File: config.mk
export PLATFORM = sky130hd
export DESIGN_NAME = uart_mmio_fifo
export DESIGN_NICKNAME = d
export VERILOG_FILES = /design/src/rtl/uart_pkg.sv /design/src/rtl/sync_fifo.sv /design/src/rtl/uart_mmio_fifo.sv
export SDC_FILE = /design/constraint.sdc
export NUM_CORES = 1
export LEC_CHECK = 0
export CORE_MARGIN = 5
export CORE_UTILIZATION = 55
export CTS_BUF_LIST = sky130_fd_sc_hd__clkbuf_8
export DETAILED_ROUTE_END_ITERATION = 6
export MAX_ROUTING_LAYER = met4
export PLACE_DENSITY = 0.74
export SLEW_MARGIN = 25
export SYNTH_ARGS = -nofsm -noshare
export SYNTH_HDL_FRONTEND = slang
export SYNTH_SLANG_ARGS = --single-unit
File: constraint.sdc
create_clock -name clock -period 5.6 [get_ports clock]
set_input_delay 1.12 -clock clock [delete_from_list [all_inputs] [get_ports clock]]
set_output_delay 1.12 -clock clock [all_outputs]
set_load 0.02 [all_outputs]
File: src/rtl/uart_pkg.sv
// Shared definitions for the memory-mapped UART: register offsets,
// STATUS/CTRL bit positions and the TX/RX state encodings.
package uart_pkg;

  // Byte offsets inside the UART window
  localparam logic [3:0] ADDR_DATA   = 4'h0;
  localparam logic [3:0] ADDR_STATUS = 4'h4;
  localparam logic [3:0] ADDR_CTRL   = 4'h8;
  localparam logic [3:0] ADDR_BAUD   = 4'hC;

  // STATUS bit positions
  localparam int ST_TX_FULL     = 0;
  localparam int ST_TX_EMPTY    = 1;
  localparam int ST_RX_FULL     = 2;
  localparam int ST_RX_EMPTY    = 3;
  localparam int ST_RX_OVERRUN  = 4;
  localparam int ST_FRAME_ERR   = 5;
  localparam int ST_PARITY_ERR  = 6;
  localparam int ST_TX_OVERFLOW = 7;
  localparam int ST_TX_BUSY     = 8;

  // CTRL bit positions
  localparam int CT_TX_EN      = 0;
  localparam int CT_RX_EN      = 1;
  localparam int CT_PARITY_EN  = 2;
  localparam int CT_PARITY_ODD = 3;
  localparam int CT_RX_IRQ_EN  = 4;
  localparam int CT_TX_IRQ_EN  = 5;

  // Ticks per bit time
  localparam int OVERSAMPLE = 16;

  typedef enum logic [2:0] {
    TX_IDLE, TX_START, TX_DATA, TX_PARITY, TX_STOP
  } tx_state_e;

  typedef enum logic [2:0] {
    RX_IDLE, RX_START, RX_DATA, RX_PARITY, RX_STOP
  } rx_state_e;

endpackage

File: src/rtl/sync_fifo.sv
// Single-clock FIFO with a combinational head. Push and pop may happen in
// the same cycle at any fill level; a push into a full FIFO is only
// accepted when a pop frees the slot in that same cycle.
module sync_fifo #(
  parameter int WIDTH = 8,
  parameter int DEPTH = 16
) (
  input  logic             clock,
  input  logic             reset,
  input  logic             push,
  input  logic [WIDTH-1:0] push_data,
  input  logic             pop,
  output logic [WIDTH-1:0] head,
  output logic             full,
  output logic             empty
);

  localparam int AW = $clog2(DEPTH);

  logic [WIDTH-1:0] mem [DEPTH];
  logic [AW:0]      wr_ptr_reg;
  logic [AW:0]      rd_ptr_reg;
  logic             do_push;
  logic             do_pop;

  // Extra pointer MSB tells full (MSBs differ) from empty (identical)
  assign empty   = (wr_ptr_reg == rd_ptr_reg);
  assign full    = (wr_ptr_reg[AW] != rd_ptr_reg[AW]) &&
                   (wr_ptr_reg[AW-1:0] == rd_ptr_reg[AW-1:0]);
  assign do_pop  = pop && !empty;
  assign do_push = push && (!full || do_pop);
  assign head    = mem[rd_ptr_reg[AW-1:0]];

  // Storage write; contents need no reset because the pointers gate them
  always_ff @(posedge clock) begin
    if (do_push) mem[wr_ptr_reg[AW-1:0]] <= push_data;
  end

  // Pointer update, wrapping naturally modulo 2*DEPTH
  always_ff @(posedge clock or posedge reset) begin
    if (reset) begin
      wr_ptr_reg <= '0;
      rd_ptr_reg <= '0;
    end else begin
      if (do_push) wr_ptr_reg <= wr_ptr_reg + 1'b1;
      if (do_pop)  rd_ptr_reg <= rd_ptr_reg + 1'b1;
    end
  end

endmodule

File: src/rtl/uart_mmio_fifo.sv
// Memory-mapped UART with TX/RX FIFOs, runtime baud divisor, optional
// parity, sticky W1C error flags and a registered level interrupt.
module uart_mmio_fifo
  import uart_pkg::*;
#(
  parameter int FIFO_DEPTH  = 16,
  parameter int DEFAULT_DIV = 27,
  parameter int DIV_W       = 16
) (
  input  logic        clock,
  input  logic        reset,
  input  logic [3:0]  uart_addr,
  input  logic [31:0] uart_wdata,
  input  logic        uart_wr_enable,
  input  logic        uart_rd_enable,
  output logic [31:0] uart_rdata,
  output logic        uart_irq,
  input  logic        rx_bit,
  output logic        tx_bit
);

  localparam logic [3:0] OS_LAST = 4'(OVERSAMPLE - 1);
  localparam logic [3:0] OS_MID  = 4'(OVERSAMPLE / 2 - 1);

  // Register file state
  logic [5:0]       ctrl_reg;
  logic [DIV_W-1:0] baud_reg;
  logic             rx_overrun_reg, frame_err_reg, parity_err_reg, tx_overflow_reg;
  logic             irq_reg;

  // Tick generator
  logic [DIV_W-1:0] tick_cnt_reg;
  logic [DIV_W-1:0] baud_eff;
  logic             tick;

  // FIFO interfaces
  logic       tx_push, tx_pop, tx_full, tx_empty;
  logic [7:0] tx_head;
  logic       rx_pop, rx_full, rx_empty;
  logic [7:0] rx_head;

  // TX path
  tx_state_e  tx_state_reg;
  logic [3:0] tx_os_reg;
  logic [2:0] tx_idx_reg;
  logic [7:0] tx_shift_reg;
  logic       tx_par_reg, tx_par_en_reg, tx_bit_reg;
  logic       tx_busy;

  // RX path
  logic       rx_s1_reg, rx_s2_reg, rx_prev_reg;
  rx_state_e  rx_state_reg;
  logic [3:0] rx_os_reg;
  logic [2:0] rx_idx_reg;
  logic [7:0] rx_shift_reg;
  logic       rx_par_en_reg, rx_par_odd_reg, rx_par_bit_reg;
  logic       rx_push_reg;
  logic [7:0] rx_byte_reg;
  logic       frame_err_pulse_reg, parity_err_pulse_reg;

  // Address decode and strobes
  logic       sel_data, sel_status, sel_ctrl, sel_baud;
  logic [3:0] w1c;
  logic       overrun_set, tx_overflow_set;
  logic [31:0] status;
  logic       unused_wdata;

  assign sel_data   = (uart_addr == ADDR_DATA);
  assign sel_status = (uart_addr == ADDR_STATUS);
  assign sel_ctrl   = (uart_addr == ADDR_CTRL);
  assign sel_baud   = (uart_addr == ADDR_BAUD);

  assign tx_push = uart_wr_enable && sel_data;
  assign rx_pop  = uart_rd_enable && sel_data && !rx_empty;
  assign tx_pop  = (tx_state_reg == TX_IDLE) && tick && ctrl_reg[CT_TX_EN] && !tx_empty;

  assign w1c             = (uart_wr_enable && sel_status) ? uart_wdata[7:4] : 4'b0;
  assign overrun_set     = rx_push_reg && rx_full && !rx_pop;
  assign tx_overflow_set = tx_push && tx_full && !tx_pop;
  assign tx_busy         = (tx_state_reg != TX_IDLE);
  assign unused_wdata    = ^uart_wdata[31:DIV_W];

  assign status = {23'b0, tx_busy, tx_overflow_reg, parity_err_reg, frame_err_reg,
                   rx_overrun_reg, rx_empty, rx_full, tx_empty, tx_full};

  assign baud_eff = (baud_reg == '0) ? DIV_W'(1) : baud_reg;
  assign tick     = (tick_cnt_reg == '0);
  assign tx_bit   = tx_bit_reg;
  assign uart_irq = irq_reg;

  sync_fifo #(.WIDTH(8), .DEPTH(FIFO_DEPTH)) u_tx_fifo (
    .clock(clock), .reset(reset),
    .push(tx_push), .push_data(uart_wdata[7:0]), .pop(tx_pop),
    .head(tx_head), .full(tx_full), .empty(tx_empty)
  );

  sync_fifo #(.WIDTH(8), .DEPTH(FIFO_DEPTH)) u_rx_fifo (
    .clock(clock), .reset(reset),
    .push(rx_push_reg), .push_data(rx_byte_reg), .pop(rx_pop),
    .head(rx_head), .full(rx_full), .empty(rx_empty)
  );

  // Combinational read mux; reflects state before any same-cycle write
  always_comb begin
    uart_rdata = '0;
    case (uart_addr)
      ADDR_DATA:   uart_rdata = rx_empty ? 32'b0 : {24'b0, rx_head};
      ADDR_STATUS: uart_rdata = status;
      ADDR_CTRL:   uart_rdata = {26'b0, ctrl_reg};
      ADDR_BAUD:   uart_rdata = 32'(baud_reg);
      default:     uart_rdata = '0;
    endcase
  end

  // Free-running tick counter; a new divisor is picked up at the next reload
  always_ff @(posedge clock or posedge reset) begin
    if (reset)     tick_cnt_reg <= '0;
    else if (tick) tick_cnt_reg <= baud_eff - DIV_W'(1);
    else           tick_cnt_reg <= tick_cnt_reg - DIV_W'(1);
  end

  // CTRL/BAUD writes, sticky flags (set beats W1C) and the interrupt level
  always_ff @(posedge clock or posedge reset) begin
    if (reset) begin
      ctrl_reg        <= 6'h03;
      baud_reg        <= DIV_W'(DEFAULT_DIV);
      rx_overrun_reg  <= 1'b0;
      frame_err_reg   <= 1'b0;
      parity_err_reg  <= 1'b0;
      tx_overflow_reg <= 1'b0;
      irq_reg         <= 1'b0;
    end else begin
      if (uart_wr_enable && sel_ctrl) ctrl_reg <= uart_wdata[5:0];
      if (uart_wr_enable && sel_baud) baud_reg <= uart_wdata[DIV_W-1:0];
      rx_overrun_reg  <= overrun_set          | (rx_overrun_reg  & ~w1c[0]);
      frame_err_reg   <= frame_err_pulse_reg  | (frame_err_reg   & ~w1c[1]);
      parity_err_reg  <= parity_err_pulse_reg | (parity_err_reg  & ~w1c[2]);
      tx_overflow_reg <= tx_overflow_set      | (tx_overflow_reg & ~w1c[3]);
      irq_reg <= (ctrl_reg[CT_RX_IRQ_EN] & ~rx_empty) | (ctrl_reg[CT_TX_IRQ_EN] & tx_empty);
    end
  end

  // TX FSM: each non-idle state lasts one bit time of 16 ticks
  always_ff @(posedge clock or posedge reset) begin
    if (reset) begin
      tx_state_reg  <= TX_IDLE;
      tx_os_reg     <= '0;
      tx_idx_reg    <= '0;
      tx_shift_reg  <= '0;
      tx_par_reg    <= 1'b0;
      tx_par_en_reg <= 1'b0;
      tx_bit_reg    <= 1'b1;
    end else if (tx_state_reg == TX_IDLE) begin
      tx_bit_reg <= 1'b1;
      if (tx_pop) begin
        tx_state_reg  <= TX_START;
        tx_bit_reg    <= 1'b0;
        tx_shift_reg  <= tx_head;
        tx_par_reg    <= ^tx_head ^ ctrl_reg[CT_PARITY_ODD];
        tx_par_en_reg <= ctrl_reg[CT_PARITY_EN];
        tx_os_reg     <= '0;
        tx_idx_reg    <= '0;
      end
    end else if (tick) begin
      if (tx_os_reg == OS_LAST) begin
        tx_os_reg <= '0;
        case (tx_state_reg)
          TX_START: begin
            tx_state_reg <= TX_DATA;
            tx_bit_reg   <= tx_shift_reg[0];
          end
          TX_DATA: begin
            if (tx_idx_reg == 3'd7) begin
              tx_state_reg <= tx_par_en_reg ? TX_PARITY : TX_STOP;
              tx_bit_reg   <= tx_par_en_reg ? tx_par_reg : 1'b1;
            end else begin
              tx_idx_reg   <= tx_idx_reg + 3'd1;
              tx_shift_reg <= tx_shift_reg >> 1;
              tx_bit_reg   <= tx_shift_reg[1];
            end
          end
          TX_PARITY: begin
            tx_state_reg <= TX_STOP;
            tx_bit_reg   <= 1'b1;
          end
          TX_STOP: begin
            tx_state_reg <= TX_IDLE;
            tx_bit_reg   <= 1'b1;
          end
          default: tx_state_reg <= TX_IDLE;
        endcase
      end else begin
        tx_os_reg <= tx_os_reg + 4'd1;
      end
    end
  end

  // Two-flop synchroniser plus a delayed copy for falling-edge detection
  always_ff @(posedge clock or posedge reset) begin
    if (reset) begin
      rx_s1_reg   <= 1'b1;
      rx_s2_reg   <= 1'b1;
      rx_prev_reg <= 1'b1;
    end else begin
      rx_s1_reg   <= rx_bit;
      rx_s2_reg   <= rx_s1_reg;
      rx_prev_reg <= rx_s2_reg;
    end
  end

  // RX FSM: start on a falling edge, sample mid-bit, validate stop and parity
  always_ff @(posedge clock or posedge reset) begin
    if (reset) begin
      rx_state_reg         <= RX_IDLE;
      rx_os_reg            <= '0;
      rx_idx_reg           <= '0;
      rx_shift_reg         <= '0;
      rx_par_en_reg        <= 1'b0;
      rx_par_odd_reg       <= 1'b0;
      rx_par_bit_reg       <= 1'b0;
      rx_push_reg          <= 1'b0;
      rx_byte_reg          <= '0;
      frame_err_pulse_reg  <= 1'b0;
      parity_err_pulse_reg <= 1'b0;
    end else begin
      rx_push_reg          <= 1'b0;
      frame_err_pulse_reg  <= 1'b0;
      parity_err_pulse_reg <= 1'b0;
      if (!ctrl_reg[CT_RX_EN]) begin
        rx_state_reg <= RX_IDLE;
        rx_os_reg    <= '0;
      end else if (rx_state_reg == RX_IDLE) begin
        // A stuck-low line after a framing error produces no edge, so we wait here
        if (rx_prev_reg && !rx_s2_reg) begin
          rx_state_reg   <= RX_START;
          rx_os_reg      <= '0;
          rx_idx_reg     <= '0;
          rx_par_en_reg  <= ctrl_reg[CT_PARITY_EN];
          rx_par_odd_reg <= ctrl_reg[CT_PARITY_ODD];
        end
      end else if (tick) begin
        rx_os_reg <= rx_os_reg + 4'd1;
        if (rx_os_reg == OS_MID) begin
          case (rx_state_reg)
            RX_START:  if (rx_s2_reg) rx_state_reg <= RX_IDLE;
            RX_DATA:   rx_shift_reg <= {rx_s2_reg, rx_shift_reg[7:1]};
            RX_PARITY: rx_par_bit_reg <= rx_s2_reg;
            RX_STOP: begin
              rx_state_reg <= RX_IDLE;
              if (!rx_s2_reg) begin
                frame_err_pulse_reg <= 1'b1;
              end else if (rx_par_en_reg &&
                           (rx_par_bit_reg != (^rx_shift_reg ^ rx_par_odd_reg))) begin
                parity_err_pulse_reg <= 1'b1;
              end else begin
                rx_push_reg <= 1'b1;
                rx_byte_reg <= rx_shift_reg;
              end
            end
            default: rx_state_reg <= RX_IDLE;
          endcase
        end
        if (rx_os_reg == OS_LAST) begin
          case (rx_state_reg)
            RX_START: rx_state_reg <= RX_DATA;
            RX_DATA: begin
              if (rx_idx_reg == 3'd7) rx_state_reg <= rx_par_en_reg ? RX_PARITY : RX_STOP;
              else                    rx_idx_reg   <= rx_idx_reg + 3'd1;
            end
            RX_PARITY: rx_state_reg <= RX_STOP;
            default:   rx_state_reg <= rx_state_reg;
          endcase
        end
      end
    end
  end

endmodule

==> results.md <==
- Startpoint Class: register
- Share of post-route cells with drive strength above 1: 0.1936
- Maximum clock insertion buffer count: 3
- Unrepaired setup endpoints after global routing: no
- Most used flip-flop cell after synthesis: sky130_fd_sc_hd__edfxtp_1
- Total routed wirelength: 32,890 microns
- Clock transition at the registers of the reported paths: 60 ps
- Category of the critical setup timing path: reg2out
- Period utilisation layout: 0.8218
- Number of hold violations in the final report: 0
- Post-route clock skew: ~27 ps
- Post-CTS resize count: 0
- Initial detailed-routing violation count: between 900 and 1,000
- Metal-1 WL: 13,480 microns
- Top cells by area in the synthesized netlist: sky130_fd_sc_hd__edfxtp_1 48%, sky130_fd_sc_hd__dfrtp_1 17%, sky130_fd_sc_hd__mux4_2 9.6%
- Synthesized area divided by synthesized cell count: 15.21 sq um
- Routed vias: 9,050
- Classification of the worst-slack hold path: reg2reg
- Synthesized flop and latch total: 375
- Data arrival, critical path: 3480 ps
- Initial core utilization: 0.5587
- Power share of the combinational group: 0.121
- Total standard cell area after synthesis: 16,120 sq um
- Post-synthesis share of cell area spent on and, or, nand and nor gates: 0.08366
- Final-layout setup total negative slack: 0 ps
- Die width: 181.2 microns
- Post CTS Setup Buffer Count: 0
- Number of synthesized flops with an enable pin: roughly 260
- GR Util All Layers: 0.2081
- Half-perimeter wire length after detailed placement: 21,310 microns
- Total iterations of the first detailed-routing run: 5
- Largest net degree at the start of global routing: 49
- Final estimated routing congestion in global placement: 0.8721
- Final-stage net count: 1,191
- Mean routed wirelength per cell: 20.99 microns
- Proportion of synthesized area in mux cells: 0.1351
- Share of the core filled with cells in the final layout: 0.6291
- Clock root buffer: sky130_fd_sc_hd__clkbuf_8
- Worst path required time: 4480 ps
- Worst slew slack as a fraction of its limit: 0.3082
- Fmax: approximately 0.22 GHz
- Synth Area in Compound Gates: 0.04377
- Share of synthesized registers carrying an async set or reset: 0.3173
- Area growth from synthesis to layout: 12.61%
- Area share of the largest cell type after synthesis: 0.4768
- Number of global-route vias before repair: 9,349
- Maxcap violations: 0
- Synthesized instance count: 1,060
- Post-Route Hold Slack: 364.2 ps
- Adder and majority cell fraction of the synthesized area: 0.01319
- Number of buffers created by CTS: 59
- Largest family of logic cells by synthesized area: multiplexers
- Run status: finished, final reports clean
- Number of sinks driven by the clock tree: 375
- Yosys Warn Count: 0
- Worst slew pin tran: 1034 ps
- Placement row count: 62
- Proportion of power drawn by flip-flops and latches: 0.516
- First-pass GRT wire length: approximately 52,000 microns
- Proportion of synthesized chip area in sequential cells: 0.6623
- Final number of max-transition violations: 0
- Overall die area: 32,840 sq um
- Clock tree from TritonCTS: done
- Top cell type by total area after synthesis: sky130_fd_sc_hd__edfxtp_1
- Final setup violation count: 0
- Met2 routed wirelength: 16,930 microns
- Share of the synthesized netlist area taken by xor and xnor gates: 0.03586
- Cell with the most instances after synthesis: sky130_fd_sc_hd__edfxtp_1
- Leftover overflow at the end of global routing: 0
- Worst Setup End Kind: output pin
- Vert. Die Dim: 181.2 microns
- Internal power: 0.004840 W
- Met3 wirelength from detailed routing: 1855 microns
- Count of nets left with antenna violations after detail routing: 0
- Core area: 28,860 sq um
- Synth top cells by count: 256 x sky130_fd_sc_hd__edfxtp_1, 109 x sky130_fd_sc_hd__dfrtp_1, 109 x sky130_fd_sc_hd__nand2_1, 69 x sky130_fd_sc_hd__mux4_2, 57 x sky130_fd_sc_hd__nor2_1
- Ports: 75
- Final Instance Count excl. Fillers: 1,567
- Depth of the CTS H-tree: 2
- Biggest fanout along the worst timing path: 20
- Post-DR vias/cell: 5.775
- Buffers added on ports: 42
- Unique cell type count in the Yosys netlist: between 60 and 70
- Antenna diodes: 0
- Power spent charging and discharging nets: around 0.0017 W
- Clock network latency to the later pin of the worst-skew pair: 620 ps
- Post-CTS Hold Fix Bufs: 0
- PwrDens: 362.7 nW/um^2
- Leakage component of the power: between 6 and 7 nW
- Detailed-route DRC error count: 0
- Min Clock Period, post-route: roughly 4600 ps
- Initial antenna violation count: 0
- Clock Power Share: 0.364
- Worst vdd ir: 260.3 uV
- Top routing layer used: met4
- Total placed cells including tap cells: 1,456
- Switching share of power: 0.2649
power groups by stage:
stage | Combinational [W] | Sequential, W | Clock [W]
6_report | 0.000794 | 0.00340 | 0.00240
5_1_grt | 0.000877 | 0.00342 | 0.00258
4_1_cts | 0.000802 | 0.00339 | 0.00244
3_5_place_dp | 0.000797 | 0.00344 | 0
3_3_place_gp | 0.000775 | 0.00344 | 0
2_1_floorplan | 0.000727 | 0.00327 | 0
layout by cell type, fill, tap and decap left out, types with 3 or more instances in the layout:
| cell type | n |
|---|---|
| sky130_fd_sc_hd__clkinv_1 | 14 |
| sky130_fd_sc_hd__o21ai_0 | 34 |
| sky130_fd_sc_hd__a22o_1 | 3 |
| sky130_fd_sc_hd__dfrtp_1 | 106 |
| sky130_fd_sc_hd__nand4_1 | 13 |
| sky130_fd_sc_hd__xor2_1 | 17 |
| sky130_fd_sc_hd__nor2_1 | 57 |
| sky130_fd_sc_hd__mux2i_1 | 23 |
| sky130_fd_sc_hd__inv_1 | 40 |
| sky130_fd_sc_hd__nand2b_1 | 7 |
| sky130_fd_sc_hd__dfstp_2 | 10 |
| sky130_fd_sc_hd__mux4_2 | 69 |
| sky130_fd_sc_hd__or3_1 | 3 |
| sky130_fd_sc_hd__nor3_1 | 17 |
| sky130_fd_sc_hd__a22oi_1 | 10 |
| sky130_fd_sc_hd__buf_4 | 16 |
| sky130_fd_sc_hd__o31ai_1 | 3 |
| sky130_fd_sc_hd__clkinv_2 | 8 |
| sky130_fd_sc_hd__mux2_2 | 35 |
| sky130_fd_sc_hd__a21o_1 | 4 |
| sky130_fd_sc_hd__nand2_1 | 109 |
| sky130_fd_sc_hd__a222oi_1 | 4 |
| sky130_fd_sc_hd__nand3b_1 | 4 |
| sky130_fd_sc_hd__and3_1 | 4 |
| sky130_fd_sc_hd__ha_1 | 17 |
| sky130_fd_sc_hd__a21oi_1 | 30 |
| sky130_fd_sc_hd__dfrtp_2 | 3 |
| sky130_fd_sc_hd__a211oi_1 | 5 |
| sky130_fd_sc_hd__conb_1 | 16 |
| sky130_fd_sc_hd__clkdlybuf4s50_1 | 42 |
| sky130_fd_sc_hd__nor4_1 | 5 |
| sky130_fd_sc_hd__nand3_1 | 18 |
| sky130_fd_sc_hd__xnor2_1 | 49 |
| sky130_fd_sc_hd__bufinv_16 | 5 |
| sky130_fd_sc_hd__a31oi_1 | 4 |
| sky130_fd_sc_hd__and2_1 | 9 |
| sky130_fd_sc_hd__nor2b_1 | 13 |
| sky130_fd_sc_hd__or2_2 | 3 |
| sky130_fd_sc_hd__clkbuf_8 | 67 |
| sky130_fd_sc_hd__edfxtp_1 | 256 |
critical path, cell delays in order, from the launching register on:
cell and delay [ps]:
sky130_fd_sc_hd__dfrtp_2 730, sky130_fd_sc_hd__buf_12 280, sky130_fd_sc_hd__mux4_2 570, sky130_fd_sc_hd__mux4_2 520, sky130_fd_sc_hd__inv_1 90, sky130_fd_sc_hd__o21ai_0 80
sky130_fd_sc_hd__clkdlybuf4s50_1 570
layer usage:
metal | up-vias | track usage
met5 | - | -
met4 | 0 | 0.05524
met3 | 48 | 0.03660
met2 | 275 | 0.3444
met1 | 4625 | 0.2704
li1 | 4102 | -
final timing paths:
kind | start | end | slack (ps) | cells after the start
worst min-delay path | rx_s1_reg | rx_s2_reg | 360 | 0
worst max-delay path | u_rx_fifo.rd_ptr_reg[0] | uart_rdata[0] | 1000 | 6
min in group asynchronous | reset | u_rx_fifo.rd_ptr_reg[1] | 890 | 2
worst min register to register | rx_s1_reg | rx_s2_reg | 360 | 0
worst max register to register | tick_cnt_reg[13] | u_tx_fifo.mem[11][3] | 1600 | 8
max in group asynchronous | reset | u_tx_fifo.rd_ptr_reg[1] | 3710 | 3
layout make-up:
type,count,area [sq um]
clock buffer,67,922.1
clock inverter,44,326.6
fill,2097,10700
inverter,26,100.1
multi-input combinational,612,5084
sequential,375,10680
tap,384,480.5
timing repair buffer,59,560.5
kinds of logic after synthesis:
family	after synthesis
flip-flops	375
AND/OR/NAND/NOR	274
multiplexers	127
AO/OA/AOI/OAI	112
buffers and inverters	88
XOR/XNOR	66
adder cells (fa/ha/maj)	17
other	1
metrics by stage:
step,cell area (sq um),power (W),setup WS [ps]
floorplan,16180,0.003998,1339
global placement,16910,0.004216,1227
detailed placement,16910,0.004239,1213
CTS,18150,0.006638,936.5
global route,18150,0.006879,808.0
finish,18150,0.006584,998.1
(Power assumes the default switching activity.)
==> RTL edit 1 (same flow settings) <==
The 5 states of `rx_state_e` get a Gray code encoding in 3 bits.
--- a/src/rtl/uart_pkg.sv
+++ b/src/rtl/uart_pkg.sv
@@ -36,5 +36,5 @@
 
   typedef enum logic [2:0] {
-    RX_IDLE, RX_START, RX_DATA, RX_PARITY, RX_STOP
+    RX_IDLE = 3'b000, RX_START = 3'b001, RX_DATA = 3'b011, RX_PARITY = 3'b010, RX_STOP = 3'b110
   } rx_state_e;
 
Formal check against the unedited RTL: same outputs for any inputs over 4 cycles, from zero or initial values and one cycle with reset high; so few cycles prove little.
==> RTL edit 1 against the original RTL <==
  * Sequential share of layout area up 0.14 points
  * Synthesized area up 0.57%
  * Critical endpoint is now uart_rdata[1]
  * Cell area down 0.22%
  * Sequential cell count unchanged
  * Wire length down 0.50%
  * Total power down 3.4%
  * Worst setup slack better by 0.062 ns
  * Synthesized cell count about the same
==> RTL edit 1: results (changes against the original RTL) <==
status - complete, no violations (unchanged)
internal power - 4.67 mW (was 4.84 mW)
Synth area leaders - edfxtp_1, dfrtp_1, mux4_2 (unchanged)
Multi-input gate area - 5130 sq um (was 5080 sq um)
CP delay by family, top - buffers and inverters (was multiplexers)
worst-path fanout max - 36 (was 20)
top post-synthesis cells by count - edfxtp_1, dfrtp_1, nand2_1 (unchanged)
DR pass1 iterations - 6 (was 5)
1st-iter DRT viols - 761 (was 972)
GRT Resource Usage Total - 20.3% (was 20.8%)
port buffer count - 42 (unchanged)
R2R Setup Slk - 2.09 ns (was 1.60 ns)
Arr. time, crit path - 3.42 ns (was 3.48 ns)
number of non-clock inverters in the layout - 23 (was 26)
CLK BUF - 69 (was 67)
Worst Setup EP - uart_rdata[1] (was uart_rdata[0])
final net count - 1188 (was 1191)
worst r2r src - u_rx_fifo.rd_ptr_reg[1] (was tick_cnt_reg[13])
fillers - 2089 (was 2097)
Max IR drop VDD - 0.242 mV (was 0.260 mV)
reg2reg end - u_rx_fifo.mem[7][1] (was u_tx_fifo.mem[11][3])
largest net degree at the start of global routing - 43 (was 49)
Worst Tran Pin Value - 0.946 ns (was 1.03 ns)
delay of the slowest critical-path stage - 0.62 ns (was 0.73 ns)
post-synthesis mux area share - 13.3% (was 13.5%)
Crit-path slowest cell - mux4_2 (was dfrtp_2)
Max Clock Skew - 0.0427 ns (was 0.0271 ns)
combinational power - 778 uW (was 794 uW)
GP Congestion - 0.877 (was 0.872)
sequential cell count - 375 (unchanged)
clock latency on the worst-skew pair - 0.60 ns (was 0.62 ns)
Leak - 6.82 nW (was 6.91 nW)
Post-Synth Adder-Cell Area - 1.31% (was 1.32%)
total area of sequential cells - 10700 sq um (about the same)
EDFF count, synth - 256 (unchanged)
TritonCTS Buffers - 60 (was 59)
detailed placement HPWL - 21300 um (about the same)
number of global-route vias before repair - 9130 (was 9349)
Synth Area in Compound Gates - 5.05% (was 4.38%)
post-synthesis sequential area ratio - 65.9% (was 66.2%)
Syn. warnings - 0 (unchanged)
sequential share of power - 52.8% (was 51.6%)
layout cell share with drive strength beyond 1 - 19.1% (was 19.4%)
first-pass GRT wire length - 51600 um (was 52300 um)
Sw Ratio - 26.7% (was 26.5%)
Reg2Reg Depth - 6 (was 8)
multi-input gate count - 610 (was 612)
routed len/inst - 20.9 um (was 21.0 um)
Netlist cell types - 74 (was 63)
vias after detailed routing - 9033 (was 9050)
Post-Synth XOR/XNOR Area - 3.60% (was 3.59%)
[RTL edit 1: stage by stage]
step | worst slack (ns) | utilization (%) | instance area (sq um) | hold slack, ns | std cells
floorplan | 1.34 | - | 16300 | 0.345 | 1074
global placement | 1.14 | 58.5 | 16900 | 0.349 | 1452
detailed placement | 1.09 | 58.5 | 16900 | 0.347 | 1452
CTS | 0.976 | 62.6 | 18100 | 0.359 | 1565
global route | 0.867 | 62.6 | 18100 | 0.368 | 1565
finish | 1.06 | 62.6 | 18100 | 0.360 | 1565
[RTL edit 1: routing by layer]
layer	part of all wire (%)	GRT usage [%]
met1	43	28.0
met2	50	32.6
met5	0	-
met3	4.5	2.92
met4	2.1	5.16
[RTL edit 1: kinds of logic (layout without fill, tap and decap cells)]
group / count (synthesis) / count (layout)
XOR/XNOR: 65 / 65
other: 1 / 16
adder cells (fa/ha/maj): 17 / 17
flip-flops: 375 / 375
buffers and inverters: 89 / 196
multiplexers: 124 / 124
AND/OR/NAND/NOR: 265 / 265
AO/OA/AOI/OAI: 123 / 123
==> RTL edit 2 (same settings) <==
Made on the original files. Set the parameter `DIV_W` to 12 (it was 16).
--- a/src/rtl/uart_mmio_fifo.sv
+++ b/src/rtl/uart_mmio_fifo.sv
@@ -6,5 +6,5 @@
   parameter int FIFO_DEPTH  = 16,
   parameter int DEFAULT_DIV = 27,
-  parameter int DIV_W       = 16
+  parameter int DIV_W       = 12
 ) (
   input  logic        clock,
Check against the original RTL: not equivalent (Yosys sat finds a counterexample within 4 cycles, from zero or initial values and one cycle with reset high).
==> RTL edit 2 against the original RTL <==
  * Fmax fell by 0.95%
  * Cell area down 3.5%
  * Sequential share of layout area grew 0.98 points
  * Total power down 7.4%
  * Synthesized area fell by 2.4%
  * Worst setup slack worse by 0.044 ns
  * Core utilization is 1.4 points lower
  * Die area fell by 2.3%
  * Wire length down 4.8%
  * Sequential cell count fell by 8
==> RTL edit 2: results (changes against the original RTL) <==
reg2reg end - u_tx_fifo.mem[15][3] (was u_tx_fifo.mem[11][3])
WL met1 - 13500 um (about the same)
Max Clock Skew - 0.0259 ns (was 0.0271 ns)
worst r2r src - tick_cnt_reg[7] (was tick_cnt_reg[13])
Arr. time, crit path - 3.53 ns (was 3.48 ns)
ant diodes - 0 (unchanged)
Max Buffers Root-to-Sink - 3 (unchanged)
post-synthesis sequential area ratio - 66.6% (was 66.2%)
top post-synthesis cells by count - edfxtp_1, dfrtp_1, nand2_1 (unchanged)
Syn Area/Cell - 16.0 sq um (was 15.2 sq um)
fillers - 2090 (was 2097)
R2R Setup Slk - 1.80 ns (was 1.60 ns)
first-pass GRT wire length - 48500 um (was 52300 um)
Max IR drop VDD - 0.256 mV (was 0.260 mV)
worst min path class - reg -> reg (unchanged)
GRT Resource Usage Total - 20.3% (was 20.8%)
H-tree depth - 2 (unchanged)
CP delay by family, top - multiplexers (unchanged)
vias after detailed routing - 8685 (was 9050)
detailed placement HPWL - 20300 um (was 21300 um)
delay of the slowest critical-path stage - 0.65 ns (was 0.73 ns)
largest net degree at the start of global routing - 55 (was 49)
# resized after CTS - 0 (unchanged)
clock latency on the worst-skew pair - 0.61 ns
met2 wire len - 15300 um (was 16900 um)
Initial Util - 55.3% (was 55.9%)
status - complete, no violations (unchanged)
Worst Tran Pin Value - 1.01 ns (was 1.03 ns)
number of global-route vias before repair - 8616 (was 9349)
1st-iter DRT viols - 787 (was 972)
TritonCTS Buffers - 57 (was 59)
Post CTS Setup Buffer Count - 0 (unchanged)
clock slew at reported path FFs - 0.06 ns (about the same)
Synth async-reset ratio - 30.2% (was 31.7%)
number of cells after detailed placement - 1380 (was 1456)
layout cell share with drive strength beyond 1 - 20.6% (was 19.4%)
DR pass1 iterations - 6 (was 5)
Synth area leaders - edfxtp_1, dfrtp_1, mux4_2 (unchanged)
final net count - 1113 (was 1191)
port buffer count - 34 (was 42)
final core occ - 61.5% (was 62.9%)
wire length on met3 - 1720 um (was 1860 um)
Netlist cell types - 67 (was 63)
clock root cell - clkbuf_8 (unchanged)
worst-path fanout max - 13 (was 20)
routed wire length - 31300 um (was 32900 um)
routed len/inst - 21.1 um (was 21.0 um)
Reg2Reg Depth - 7 (was 8)
GP Congestion - 0.885 (was 0.872)
Leak - 6.71 nW (was 6.91 nW)
## RTL edit 2: worst min-delay path by stage
stage | slack [ns] | to | start | depth (start not counted)
global placement | 0.35 | rx_s2_reg | rx_s1_reg | 0
CTS | 0.36 | rx_s2_reg | rx_s1_reg | 0
detailed placement | 0.35 | rx_s2_reg | rx_s1_reg | 0
finish | 0.36 | rx_s2_reg | rx_s1_reg | 0
floorplan | 0.35 | rx_s2_reg | rx_s1_reg | 0
global route | 0.36 | rx_s2_reg | rx_s1_reg | 0
## RTL edit 2: final cells by class
type	count	area (sq um)	share of cell area, %
timing repair buffer	59	528	3.01
sequential	367	10500	59.8
tap	384	480	2.74
inverter	23	88.8	0.507
clock buffer	64	881	5.03
clock inverter	38	166	0.950
multi-input combinational	547	4900	27.9
## RTL edit 2: worst reg2reg max path, stage by stage, from the launching register on
cell and delay [ns]:
dfrtp_1 0.41, nor4_1 0.60, and4_1 0.29, buf_4 0.26, nand3_1 0.19, a31oi_2 0.55, nand2_1 0.28, nor2_1 0.84
## RTL edit 2: through the flow
stage,hold slack [ns],area (sq um),total power [mW],worst slack (ns)
after floorplan,0.345,15800,3.87,1.57
after global routing,0.364,17500,6.36,0.780
final,0.359,17500,6.10,0.954
after CTS,0.362,17500,6.15,0.867
after global placement,0.350,16500,4.07,1.20
after detailed placement,0.353,16500,4.09,1.16
## RTL edit 2: per-layer routing
metal  GRT usage (%)  vias to the layer above
li1                -                     3905
met3            2.99                       66
met5               -                        -
met1            28.3                     4426
met4            5.87                        0
met2            31.8                      288
## RTL edit 2: power breakdown
group          leakage [nW]  internal [mW]  switching [mW]
logic                  2.02          0.390           0.415
registers              4.08           3.03           0.199
clock network         0.605           1.05            1.01
## RTL edit 2: cells by family after synthesis
kind of cell	share of synthesized area, %
adder cells (fa/ha/maj)	1.35
AND/OR/NAND/NOR	6.67
XOR/XNOR	2.81
other	0.0238
AO/OA/AOI/OAI	4.63
flip-flops	66.6
multiplexers	15.1
buffers and inverters	2.81
